[config.mk]
export PLATFORM = sky130hd
export DESIGN_NAME = elastic_pipeline
export DESIGN_NICKNAME = d
export VERILOG_FILES = /design/src/rtl/pipeline_pkg.sv /design/src/rtl/elastic_stage.sv /design/src/rtl/elastic_pipeline.sv
export SDC_FILE = /design/constraint.sdc
export NUM_CORES = 1
export LEC_CHECK = 0
export BUFFER_PORTS_ARGS = -buffer_cell sky130_fd_sc_hd__buf_4
export CAP_MARGIN = 20
export CORE_AREA = 3 3 40 42
export CTS_BUF_LIST = sky130_fd_sc_hd__clkbuf_4
export DETAILED_ROUTE_END_ITERATION = 10
export DIE_AREA = 0 0 43 45
export PLACE_DENSITY = 0.3
export REMOVE_ABC_BUFFERS = 1
export SETUP_SLACK_MARGIN = 0.05
export SYNTH_ARGS = -nofsm -noshare
export SYNTH_HDL_FRONTEND = slang
export SYNTH_SLANG_ARGS = --single-unit
export TNS_END_PERCENT = 20
[constraint.sdc]
create_clock -name clk -period 1.5 [get_ports clk]
set_clock_uncertainty 0.2 [all_clocks]
set_input_delay 0.15 -clock clk [delete_from_list [all_inputs] [get_ports clk]]
set_output_delay 0.15 -clock clk [all_outputs]
set_load 0.05 [all_outputs]
[src/rtl/pipeline_pkg.sv]
// Shared parameters and helpers for the elastic pipeline family.
package pipeline_pkg;

  localparam int DEFAULT_WIDTH = 1;
  localparam int DEFAULT_DEPTH = 1;

  // Occupancy counter width: enough to hold 0..depth, never narrower than 1 bit.
  function automatic int count_w(input int depth);
    int w;
    w = $clog2(depth + 1);
    if (w < 1) begin
      w = 1;
    end else begin
      w = w;
    end
    return w;
  endfunction

endpackage

[src/rtl/elastic_stage.sv]
// One elastic register slice: valid bit plus payload, loading whenever it is
// empty or its current item moves on, so bubbles collapse under a stall.
module elastic_stage
  import pipeline_pkg::*;
#(
  parameter int Width = DEFAULT_WIDTH
) (
  input  logic             clk,
  input  logic             rst,
  input  logic             flush,
  input  logic             up_valid,
  input  logic [Width-1:0] up_data,
  input  logic             down_ready,
  output logic             up_ready,
  output logic             v,
  output logic [Width-1:0] d
);

  logic             v_q;
  logic             v_d;
  logic [Width-1:0] d_q;
  logic [Width-1:0] d_d;
  logic             advance_s;
  logic             load_s;

  // Handshake and next-state for the slice.
  always_comb begin
    advance_s = v_q & down_ready;
    up_ready  = ~v_q | advance_s;
    load_s    = up_ready & up_valid & ~flush;
    v_d       = v_q;
    d_d       = d_q;
    if (flush) begin
      v_d = 1'b0;
    end else if (up_ready) begin
      v_d = up_valid;
    end else begin
      v_d = v_q;
    end
    if (load_s) begin
      d_d = up_data;
    end else begin
      d_d = d_q;
    end
  end

  // Slice state register.
  always_ff @(posedge clk or posedge rst) begin
    if (rst) begin
      v_q <= 1'b0;
      d_q <= {Width{1'b0}};
    end else begin
      v_q <= v_d;
      d_q <= d_d;
    end
  end

  assign v = v_q;
  assign d = d_q;

endmodule

[src/rtl/elastic_pipeline.sv]
// Valid/ready pipeline of Depth elastic slices with flush and an occupancy
// count; Depth == 0 degenerates to a wire-through with flush gating.
module elastic_pipeline
  import pipeline_pkg::*;
#(
  parameter int  Width  = DEFAULT_WIDTH,
  parameter int  Depth  = DEFAULT_DEPTH,
  localparam int CountW = count_w(Depth)
) (
  input  logic              clk,
  input  logic              rst,
  input  logic              in_valid,
  output logic              in_ready,
  input  logic [Width-1:0]  in_data,
  output logic              out_valid,
  input  logic              out_ready,
  output logic [Width-1:0]  out_data,
  input  logic              flush,
  output logic [CountW-1:0] count
);

  if (Depth == 0) begin : g_pass
    assign out_valid = in_valid;
    assign out_data  = in_data;
    assign in_ready  = out_ready & ~flush;
    assign count     = {CountW{1'b0}};
  end else begin : g_pipe
    logic [Depth-1:0]  v_s;
    logic [Depth-1:0]  up_ready_s;
    logic [Width-1:0]  d_s [Depth];
    logic              in_xfer_s;
    logic              out_xfer_s;
    logic [CountW-1:0] count_q;
    logic [CountW-1:0] count_d;

    for (genvar i = 0; i < Depth; i++) begin : g_stage
      logic             up_valid_s;
      logic [Width-1:0] up_data_s;
      logic             down_ready_s;

      if (i == 0) begin : g_first
        assign up_valid_s = in_valid;
        assign up_data_s  = in_data;
      end else begin : g_chain
        assign up_valid_s = v_s[i-1];
        assign up_data_s  = d_s[i-1];
      end

      if (i == Depth - 1) begin : g_last
        assign down_ready_s = out_ready;
      end else begin : g_inner
        assign down_ready_s = up_ready_s[i+1];
      end

      elastic_stage #(.Width(Width)) u_stage (
        .clk        (clk),
        .rst        (rst),
        .flush      (flush),
        .up_valid   (up_valid_s),
        .up_data    (up_data_s),
        .down_ready (down_ready_s),
        .up_ready   (up_ready_s[i]),
        .v          (v_s[i]),
        .d          (d_s[i])
      );
    end

    assign in_ready   = ~flush & up_ready_s[0];
    assign out_valid  = v_s[Depth-1];
    assign out_data   = d_s[Depth-1];
    assign in_xfer_s  = in_valid & in_ready;
    // An output handshake during flush is discarded, so it must not decrement.
    assign out_xfer_s = v_s[Depth-1] & out_ready & ~flush;

    // Occupancy tracking from the two port handshakes.
    always_comb begin
      count_d = count_q;
      if (flush) begin
        count_d = {CountW{1'b0}};
      end else if (in_xfer_s && !out_xfer_s) begin
        count_d = count_q + CountW'(1'b1);
      end else if (!in_xfer_s && out_xfer_s) begin
        count_d = count_q - CountW'(1'b1);
      end else begin
        count_d = count_q;
      end
    end

    // Occupancy register.
    always_ff @(posedge clk or posedge rst) begin
      if (rst) begin
        count_q <= {CountW{1'b0}};
      end else begin
        count_q <= count_d;
      end
    end

    assign count = count_q;
  end

endmodule

==> impl_metrics.toml <==
[critical_path]
critPathSlowestCell = "dlygate4sd3_1"
worstPathMaxFanout = 4
worstPathRequired_ns = 1.41
path_cells = "dlygate4sd3_1 -> buf_4 -> nor3b_2 -> mux2_4"
worst-setup-path-type = "input port to register"
timing.critical_path.to_type = "register"
worst-endpoint-arrival_ns = 1.31
critical_path.max_stage_delay_ns = 0.53
worstSetupStartpointType = "input port"

[placed_design]
dp_cells = 39
detailedPlacementHpwl_um = 292
port_buffers = 9
place.gp.congestion = 0.6613
place_ws_ns = 0.1346

[global_route]
global_route_wire_length_before_repair_um = 634
initial_antenna_violation_count = 0
first_global_vias = 163
remaining_global_route_overflow = 0
track_usage_pct = 4.667
pin_count_of_the_biggest_net_entering_global_routing = 5

[timing]
max_slew_margin_pct = 87.65
post-route-period-util_pct = 93.30
fmax_mhz = 714.5
unrepaired_setup_endpoints_after_global_routing = "false"
timing.final.ws_setup_ns = 0.1005
min_period_ns = 1.400
worstMarginPinSlew_ns = 0.1844
finalHoldViolations = 0
report.final.setup_viol = 0
drv_slew = 0

[clock_network]
clock_transition_at_the_register_clock_pins_on_the_worst_setup_and_hold_paths_after_cts_ns = 0.04
tritoncts = "done"
clkLatencyLatePin_ns = 0.23
cts-root-buf = "clkbuf_4"
cts.sink_count = 3
cts-htree-levels = 1
cts.path.max_buffers = 2
cts-buffers-inserted = 3
postCtsSetupBuffers = 0

[synth]
synth-xor-area-share_pct = 0
synth_async_sr_flop_share_pct = 100.0
synth.yosys.seq_area_share_pct = 46.15
postSynthAreaPerCell_um2 = 10.84
ys.warnings.count = 0
yosys_register_bits = 3
synthFlopType = "dfrtp_1"
post_synth_mux_area_share_pct = 9.231
synth_top_area_share_pct = 46.15
post_synth_instance_area_um2 = 162.7
largest_area_contributor_in_the_synthesized_netlist = "dfrtp_1"
post_synth_main_area_contributors = "dfrtp_1 (46%), mux2_4 (9.2%), nor2b_4 (8.5%)"
synth.lib_cells_used.distinct = 11
synth_adder_area_share_pct = 0
netlist_instances = 15
synth-edff-count = 0
post_synth_most_frequent_cells = "dfrtp_1 (3), nor2_1 (3)"
synth_top_family_by_area = "simple AND/OR/NAND/NOR gates"
synth-compound-area-share_pct = 7.692
post_synth_and_or_nand_nor_area_fraction_pct = 34.62

[die]
number_of_placed_i_o_pins = 10
fp.coreArea_mm2 = 0.001285
floorplan.initialDensity_pct = 12.66
fp-row-count = 13
die_area_mm2 = 0.001935
die_h_um = 45
die_x_um = 43

[finish]
design.final.nets = 39
drive_gt1_share_pct = 53.13
multi_input_logic_area_um2 = 86.33
n_fill_cell = 137
regArea_um2 = 75.07
layout.cells.non_filler = 47
area_growth_syn_to_layout_pct = 100.0
antenna_cells = 0

[job]
max_cap_violations = 0

[detailed_routing]
route.detailed.wl_per_inst_um = 7.915
routed_wl_um = 372
total_iterations_of_the_first_detailed_routing_run = 2
number_of_violations_reported_at_the_end_of_detailed_routing_iteration_0 = 2
drt_drc = 0
detailroute.via_count = 165
route.detailed.vias_per_inst = 3.511
antenna_violating_nets_post_route = 0

[status]
run_status = "complete, no violations"

[power_and_ir_drop]
powerDensity_mw_per_mm2 = 1097
vdd_drop_max_mv = 0.3117
cellLeakagePower_uw = 0.0001571

[min_path]
hp-class = "input port to register"
## worst max-delay path, delay by kind of cell
| kind | cells | cell delay, ns |
|---|---|---|
| buffers and inverters | 2 | 0.65 |
| and+or+nand+nor | 1 | 0.20 |
| muxes | 1 | 0.31 |
## through the flow
stage / cell area (um^2) / TNS, ns / utilization (%) / power, uW / hold slack [ns]
3_5_place_dp: 249.0 / 0 / 19.38 / 190.4 / -0.1666
2_1_floorplan: 162.7 / -0.3437 / - / 156.6 / -0.2964
5_1_grt: 325.3 / 0 / 25.32 / 375.6 / 0.07194
3_3_place_gp: 249.0 / 0 / 19.38 / 190.5 / -0.1644
4_1_cts: 319.1 / 0 / 24.83 / 361.2 / 0.03762
6_report: 325.3 / 0 / 25.32 / 357.0 / 0.04682
## power by group
part	internal (uW)	switching [uW]	total, uW
combinational	45.6	57.6	103
clock	118	40.1	158
sequential	90.1	5.90	96.0
## worst paths after layout
check,slack [ns],start,to,depth (start not counted)
worst max-delay path,0.10,in_valid,g_pipe.g_stage[0].u_stage.d,4
worst min register to register,0.32,g_pipe.g_stage[0].u_stage.d,g_pipe.g_stage[0].u_stage.d,1
min in group asynchronous,0.14,rst,g_pipe.g_stage[0].u_stage.d,3
worst min-delay path,0.05,out_ready,g_pipe.g_stage[0].u_stage.v,4
max in group asynchronous,0.83,rst,count,3
worst max register to register,0.13,g_pipe.g_stage[0].u_stage.v,g_pipe.g_stage[0].u_stage.d,3
## final cells by class
type | instances | share of cell area (%)
clock buffer | 4 | 9.231
inverter | 1 | 1.154
multi-input combinational | 11 | 26.54
sequential | 3 | 23.08
tap | 15 | 5.769
timing repair buffer | 13 | 34.23
## metal layers
metal	GRT usage [%]	wire length (um)
met1	5.556	169
met3	3.187	51
met5	0	0
met2	5.689	152
met4	3.614	0
## flip-flops by register name, summed over array words and instances, names as in the netlist
register                  count
g_pipe.g_stage.u_stage.v      1
count                         1
g_pipe.g_stage.u_stage.d      1
## logic make-up after synthesis
logic type | after synthesis
flip-flops | 3
buffers and inverters | 1
AO/OA/AOI/OAI | 2
multiplexers | 1
AND/OR/NAND/NOR | 8
## cells in the final DEF, fill, tap and decap left out, drive strengths merged
cell | Yosys | layout
buf | 0 | 9
clkbuf | 0 | 4
dlygate4sd3 | 0 | 4
dfrtp | 3 | 3
nor2 | 3 | 3
nand3b | 1 | 1
nand2b | 1 | 1
nand3 | 1 | 1
a21o | 1 | 1
a21oi | 1 | 1
nor2b | 1 | 1
nor3b | 1 | 1
mux2 | 1 | 1
inv | 1 | 1
## what timing repair did
action                                  CTS  global route
hold buffers                              4             0
endpoints found under the setup margin    0             1
endpoints found under the hold margin     6             0
resized for setup                         0             2
No activity file was read; power rests on OpenSTA's default activity.
